### src/rtl/cnn_seq_ctrl.sv
// cnn_seq_ctrl
//   Sequencing controller for the CNN datapath. Accepts an image burst
//   (in_valid_1) and a kernel burst (in_valid_2), producing write
//   addresses for the two buffers. It then walks every valid convolution
//   window, one tap per cycle, driving buffer read addresses and MAC
//   control. It flags each finished window with acc_store/out_idx and
//   ends the frame with a one-cycle done pulse.
//
// Ports
//   clk, rst_n           clock, async active-low reset
//   in_valid_1/2         image / kernel beat valid
//   img_we, img_addr     image buffer write enable / address (write, then read)
//   ker_we, ker_addr     kernel buffer write enable / address (write, then read)
//   mac_en, mac_clr      MAC accumulate enable / clear-and-load on first tap
//   acc_store, out_idx   window result valid at MAC output, window index
//   busy, done, err      frame in progress, frame-complete pulse, sticky error
module cnn_seq_ctrl #(
  parameter int IMG_W = 8,
  parameter int K_W   = 3,
  parameter int IA_W  = 6,
  parameter int KA_W  = 4,
  parameter int OA_W  = 6
) (
  input  logic            clk,
  input  logic            rst_n,
  input  logic            in_valid_1,
  input  logic            in_valid_2,
  output logic            img_we,
  output logic [IA_W-1:0] img_addr,
  output logic            ker_we,
  output logic [KA_W-1:0] ker_addr,
  output logic            mac_en,
  output logic            mac_clr,
  output logic            acc_store,
  output logic [OA_W-1:0] out_idx,
  output logic            busy,
  output logic            done,
  output logic            err
);

  localparam int OUT_W = IMG_W - K_W + 1;
  localparam int IMG_N = IMG_W * IMG_W;
  localparam int KER_N = K_W * K_W;
  localparam int RW    = (OUT_W > 1) ? $clog2(OUT_W) : 1;
  localparam int KB    = (K_W > 1) ? $clog2(K_W) : 1;

  typedef enum logic [2:0] {
    S_IDLE, S_LOAD_IMG, S_LOAD_KER, S_CONV, S_DRAIN, S_DONE
  } state_t;

  state_t          state_q, state_d;
  logic [IA_W-1:0] pix_q, pix_d;
  logic [KA_W-1:0] kcnt_q, kcnt_d;
  logic [RW-1:0]   r_q, r_d, c_q, c_d;
  logic [KB-1:0]   kr_q, kr_d, kc_q, kc_d;
  logic            drain_q, drain_d;
  logic            err_q, err_d;
  logic            busy_q, busy_d;
  logic            done_q, done_d;
  // Two-stage delay matching buffer read + MAC register latency.
  logic [1:0]            st_pipe_q, st_pipe_d;
  logic [1:0][OA_W-1:0]  idx_pipe_q, idx_pipe_d;

  logic            kc_last, kr_last, c_last, r_last, last_tap;
  logic            any_v;
  logic [IA_W-1:0] tap_img_addr;
  logic [KA_W-1:0] tap_ker_addr;
  logic [OA_W-1:0] win_idx;

  assign any_v    = in_valid_1 | in_valid_2;
  assign kc_last  = (kc_q == KB'(K_W - 1));
  assign kr_last  = (kr_q == KB'(K_W - 1));
  assign c_last   = (c_q == RW'(OUT_W - 1));
  assign r_last   = (r_q == RW'(OUT_W - 1));
  assign last_tap = (state_q == S_CONV) && kc_last && kr_last;

  assign tap_img_addr = IA_W'((32'(r_q) + 32'(kr_q)) * IMG_W + 32'(c_q) + 32'(kc_q));
  assign tap_ker_addr = KA_W'(32'(kr_q) * K_W + 32'(kc_q));
  assign win_idx      = OA_W'(32'(r_q) * OUT_W + 32'(c_q));

  // State register
  always_ff @(posedge clk or negedge rst_n) begin
    if (!rst_n) begin
      state_q    <= S_IDLE;
      pix_q      <= '0;
      kcnt_q     <= '0;
      r_q        <= '0;
      c_q        <= '0;
      kr_q       <= '0;
      kc_q       <= '0;
      drain_q    <= 1'b0;
      err_q      <= 1'b0;
      busy_q     <= 1'b0;
      done_q     <= 1'b0;
      st_pipe_q  <= '0;
      idx_pipe_q <= '0;
    end else begin
      state_q    <= state_d;
      pix_q      <= pix_d;
      kcnt_q     <= kcnt_d;
      r_q        <= r_d;
      c_q        <= c_d;
      kr_q       <= kr_d;
      kc_q       <= kc_d;
      drain_q    <= drain_d;
      err_q      <= err_d;
      busy_q     <= busy_d;
      done_q     <= done_d;
      st_pipe_q  <= st_pipe_d;
      idx_pipe_q <= idx_pipe_d;
    end
  end

  // Next-state and counter update
  always_comb begin
    state_d = state_q;
    pix_d   = pix_q;
    kcnt_d  = kcnt_q;
    r_d     = r_q;
    c_d     = c_q;
    kr_d    = kr_q;
    kc_d    = kc_q;
    drain_d = drain_q;
    err_d   = err_q;
    case (state_q)
      S_IDLE: begin
        if (in_valid_2) err_d = 1'b1;
        else if (in_valid_1) begin
          // Start beat itself is written to address 0.
          state_d = S_LOAD_IMG;
          pix_d   = IA_W'(1);
          err_d   = 1'b0;
        end
      end
      S_LOAD_IMG: begin
        if (in_valid_2) err_d = 1'b1;
        else if (in_valid_1) begin
          if (pix_q == IA_W'(IMG_N - 1)) begin
            pix_d   = '0;
            state_d = S_LOAD_KER;
          end else pix_d = pix_q + 1'b1;
        end
      end
      S_LOAD_KER: begin
        if (in_valid_1) err_d = 1'b1;
        else if (in_valid_2) begin
          if (kcnt_q == KA_W'(KER_N - 1)) begin
            kcnt_d  = '0;
            state_d = S_CONV;
          end else kcnt_d = kcnt_q + 1'b1;
        end
      end
      S_CONV: begin
        if (any_v) err_d = 1'b1;
        // kc fastest, then kr, then c, then r; all wrap to 0 on the final tap.
        kc_d = kc_last ? '0 : kc_q + 1'b1;
        if (kc_last) begin
          kr_d = kr_last ? '0 : kr_q + 1'b1;
          if (kr_last) begin
            c_d = c_last ? '0 : c_q + 1'b1;
            if (c_last) begin
              r_d = r_last ? '0 : r_q + 1'b1;
              if (r_last) state_d = S_DRAIN;
            end
          end
        end
      end
      S_DRAIN: begin
        if (any_v) err_d = 1'b1;
        drain_d = ~drain_q;
        if (drain_q) state_d = S_DONE;
      end
      S_DONE: begin
        if (any_v) err_d = 1'b1;
        state_d = S_IDLE;
      end
      default: state_d = S_IDLE;
    endcase
  end

  // Registered status and result-tag pipeline
  always_comb begin
    busy_d        = (state_d != S_IDLE);
    done_d        = (state_d == S_DONE);
    st_pipe_d     = {st_pipe_q[0], last_tap};
    idx_pipe_d    = idx_pipe_q;
    idx_pipe_d[1] = idx_pipe_q[0];
    if (last_tap) idx_pipe_d[0] = win_idx;
  end

  // Outputs
  always_comb begin
    img_we   = 1'b0;
    ker_we   = 1'b0;
    img_addr = '0;
    ker_addr = '0;
    mac_en   = 1'b0;
    mac_clr  = 1'b0;
    case (state_q)
      S_IDLE:     img_we = rst_n & in_valid_1 & ~in_valid_2;
      S_LOAD_IMG: begin
        img_we   = in_valid_1 & ~in_valid_2;
        img_addr = pix_q;
      end
      S_LOAD_KER: begin
        ker_we   = in_valid_2 & ~in_valid_1;
        ker_addr = kcnt_q;
      end
      S_CONV: begin
        mac_en   = 1'b1;
        mac_clr  = (kr_q == '0) && (kc_q == '0);
        img_addr = tap_img_addr;
        ker_addr = tap_ker_addr;
      end
      default: ;
    endcase
  end

  assign acc_store = st_pipe_q[1];
  assign out_idx   = idx_pipe_q[1];
  assign busy      = busy_q;
  assign done      = done_q;
  assign err       = err_q;

endmodule
### config.mk
export PLATFORM = sky130hd
export DESIGN_NAME = cnn_seq_ctrl
export DESIGN_NICKNAME = d
export VERILOG_FILES = /design/src/rtl/cnn_seq_ctrl.sv
export SDC_FILE = /design/constraint.sdc
export NUM_CORES = 1
export LEC_CHECK = 0
export BUFFER_PORTS_ARGS = -buffer_cell sky130_fd_sc_hd__buf_2
export CAP_MARGIN = 5
export CORE_ASPECT_RATIO = 2
export CORE_MARGIN = 1.5
export CORE_UTILIZATION = 59
export CTS_CLUSTER_DIAMETER = 30
export CTS_CLUSTER_SIZE = 25
export DETAILED_ROUTE_END_ITERATION = 12
export GPL_ROUTABILITY_DRIVEN = 0
export PLACE_DENSITY = 0.81
export SLEW_MARGIN = 15
export SYNTH_ARGS = -nofsm -noshare
export SYNTH_HDL_FRONTEND = slang
export SYNTH_SLANG_ARGS = --single-unit
### constraint.sdc
create_clock -name clk -period 5.2 [get_ports clk]
set_input_delay 1.04 -clock clk [delete_from_list [all_inputs] [get_ports clk]]
set_output_delay 1.04 -clock clk [all_outputs]
set_load 0.02 [all_outputs]
==> qor.csv <==
metric;value;unit
outcome;completed;
hold_sp;st_pipe_q[0];
first-pass GRT wire length;7.33;mm
Crit Reg-Reg Endpoint;idx_pipe_d[11];
Startpoint Class;flip-flop;
total congestion overflow;0;
via count;1737;
Worst-Margin Slew;645;ps
Final Critical Period;3500;ps
fmax;286;MHz
RSZ-0062 raised after global routing;false;
critical path cell sequence;ha_1 > inv_1 > fa_1 > nor4b_1 > xnor2_1 > a211oi_1 > buf_2;
cells after synthesis;232;
post-CTS setup buffers;0;
VDD IR max;0.291;mV
CTS root buf;clkbuf_8;
Seq. cell area;0.00103;sq mm
# DRC;0;
Crit. path cell count;7;
Routed Antenna Nets;0;
pre-CTS setup slack;1990;ps
synthesized area;0.00239;sq mm
Longest Clk Path Bufs;2;
synth warn;0;
delay-heaviest family, CP;adder cells;
relative slew slack;0.570;
CTS tree;done;
crit path DAT;2460;ps
worst hold slack;354;ps
Iter 0 DRT Violations;36;
Power Density;409;mW/mm^2
clk slew on worst S/H paths;80;ps
IO Port Bufs;27;
num rows;32;
max incr delay on CP;490;ps
vias in the first global route;1753;
Post-Syn Area per Cell;10.3;sq um
final wirelength;4.42;mm
Max-Cap Viols;0;
Hold/Removal Path Class;flip-flop to flip-flop;
Slew Limit Fails;0;
routed len/inst;14.2;um
sequential-to-total area share from yosys stat;0.430;
flop-to-flop setup slack;2990;ps
Final Util;0.682;
sink of the worst hold path;st_pipe_q[1];
Fill cells;322;
largest net degree at the start of global routing;43;
Synth Register Bits;41;
final setup skew;7.08;ps
Crit Path Max Fanout;6;
CTS Sinks;41;
Synth Net Count;260;
Synth cell types;42;
core area;0.00388;sq mm
leading register cell type out of synthesis;dfrtp_1;
Tcrit/Tclk final;0.673;
Setup TNS;0;ps
nets@finish;288;
total CTS buffers;5;
R2R cell count;4;
Die W;48.0;um
R2R Path Start;state_q[1];
P&R area growth vs syn;10.9;%
CP required;4160;ps
Setup crit end kind;primary output;
Async S/R FF share, synth;1.00;
Worst Slack Setup Final;1700;ps
Multi-input gate area;0.00126;sq mm
clock latency on the worst-skew pair;300;ps
initial core utilization;0.615;
final setup fails;0;
WHS Path Cells;0;
Power Total;1.08;mW
Final HPWL DP;3.37;mm
I/O pin count;28;
CP max stage cell;dfrtp_1;
hold_buf cts;0;
# diodes;0;
Hold Vio Cnt, Final;0;
post-CTS resize count;0;
die height;93.0;um
drt first pass iters;4;
Post-synth EDFFs;0;
Crit Path Class;flip-flop to primary output;
CTS H-tree lvls;2;
initial antenna violation count;0;
DR vias/cell;5.57;
Global Route Usage Sum;0.229;
Bufs and invs on worst path;2;
share of cells above drive strength 1;0.199;
leak pwr;1.34;nW
die area;0.00446;sq mm
-- layout make-up --
type | instances | area share
multi-input combinational | 166 | 0.475
sequential | 41 | 0.387
timing repair buffer | 28 | 0.0538
clock buffer | 5 | 0.0260
inverter | 18 | 0.0255
tap | 51 | 0.0241
clock inverter | 3 | 0.00850
-- cells in the final DEF (no fill, tap or decap), types with 2 or more instances in the layout --
| cell | Yosys | routed |
|---|---|---|
| dfrtp_1 | 41 | 41 |
| buf_2 | 3 | 27 |
| nor2_1 | 23 | 23 |
| inv_1 | 18 | 18 |
| ha_1 | 18 | 18 |
| nand2_1 | 17 | 17 |
| o21ai_0 | 17 | 17 |
| mux2_2 | 11 | 11 |
| a21oi_1 | 9 | 9 |
| nand3_1 | 9 | 9 |
| mux2i_1 | 6 | 6 |
| xnor2_1 | 6 | 6 |
| fa_1 | 6 | 6 |
| xor2_1 | 5 | 5 |
| clkbuf_8 | 0 | 5 |
| nand2b_1 | 4 | 4 |
| a211oi_1 | 4 | 4 |
| nor4b_1 | 3 | 3 |
| nor2b_1 | 3 | 3 |
| clkinvlp_4 | 0 | 3 |
| o22ai_1 | 2 | 2 |
| and3_1 | 2 | 2 |
| nor3_1 | 2 | 2 |
| a22o_1 | 2 | 2 |
-- power by group --
part | internal [mW] | switching (mW)
sequential | 0.364 | 0.0820
combinational | 0.172 | 0.256
clock | 0.0941 | 0.116
total | 0.630 | 0.454
-- per-layer routing --
layer  GRT usage  vias to the layer above  wire [um]
li1            -                      852          -
met1       0.245                      838       1710
met2       0.392                       34       2430
met3      0.0367                       13        124
met4       0.126                        0        151
met5           0                        -          0
-- Yosys cell counts, drive strengths merged (3+ instances only) --
| library cell | count | area (sq um) |
|---|---|---|
| dfrtp | 41 | 1030 |
| nor2 | 23 | 86.3 |
| ha | 18 | 225 |
| inv | 18 | 67.6 |
| nand2 | 17 | 63.8 |
| o21ai | 17 | 85.1 |
| mux2 | 11 | 124 |
| a21oi | 9 | 45.0 |
| nand3 | 9 | 45.0 |
| fa | 6 | 120 |
| mux2i | 6 | 60.1 |
| xnor2 | 6 | 52.6 |
| buf | 5 | 30.0 |
| xor2 | 5 | 43.8 |
| a211oi | 4 | 30.0 |
| nand2b | 4 | 25.0 |
| nor2b | 3 | 18.8 |
| nor4b | 3 | 26.3 |
-- logic make-up (layout without fill, tap and decap cells) --
| group | Yosys count | after routing | share of synthesized area |
|---|---|---|---|
| buffers and inverters | 25 | 54 | 0.0440 |
| muxes | 17 | 17 | 0.0770 |
| AOI/OAI and AO/OA | 38 | 38 | 0.0943 |
| adders and majority gates | 24 | 24 | 0.145 |
| and+or+nand+nor | 76 | 76 | 0.170 |
| DFF | 41 | 41 | 0.430 |
| xor gates and xnor gates | 11 | 11 | 0.0403 |
-- stage by stage --
stage,instances,instance area [sq um]
detailed placement,304,2560
floorplan,232,2390
global route,312,2650
global placement,304,2560
CTS,312,2650
finish,312,2650
-- flip-flops by register name, summed over array words and instances, names as in the netlist, 2 cells and up --
| register | flops |
|---|---|
| c_q | 3 |
| idx_pipe_d | 6 |
| kc_q | 2 |
| kcnt_q | 4 |
| kr_q | 2 |
| out_idx | 6 |
| pix_q | 6 |
| r_q | 3 |
| st_pipe_q | 2 |
| state_q | 3 |
-- worst reg2reg max path, cell delays in order, from the launching register on --
cell and delay, ps:
dfrtp_1 730, nand3b_2 370, nor2_1 210, and3_1 410, mux2_2 380
-- how the worst max path moves through the flow --
stage | from | endpoint | slack [ps]
2_1_floorplan | kc_q[1] | ker_addr[2] | 1990
3_3_place_gp | kc_q[1] | ker_addr[2] | 2110
3_5_place_dp | kr_q[0] | img_addr[5] | 1990
4_1_cts | kr_q[0] | img_addr[5] | 1660
5_1_grt | kr_q[0] | img_addr[5] | 1450
6_report | kr_q[0] | img_addr[5] | 1700
(Power assumes the default switching activity.)
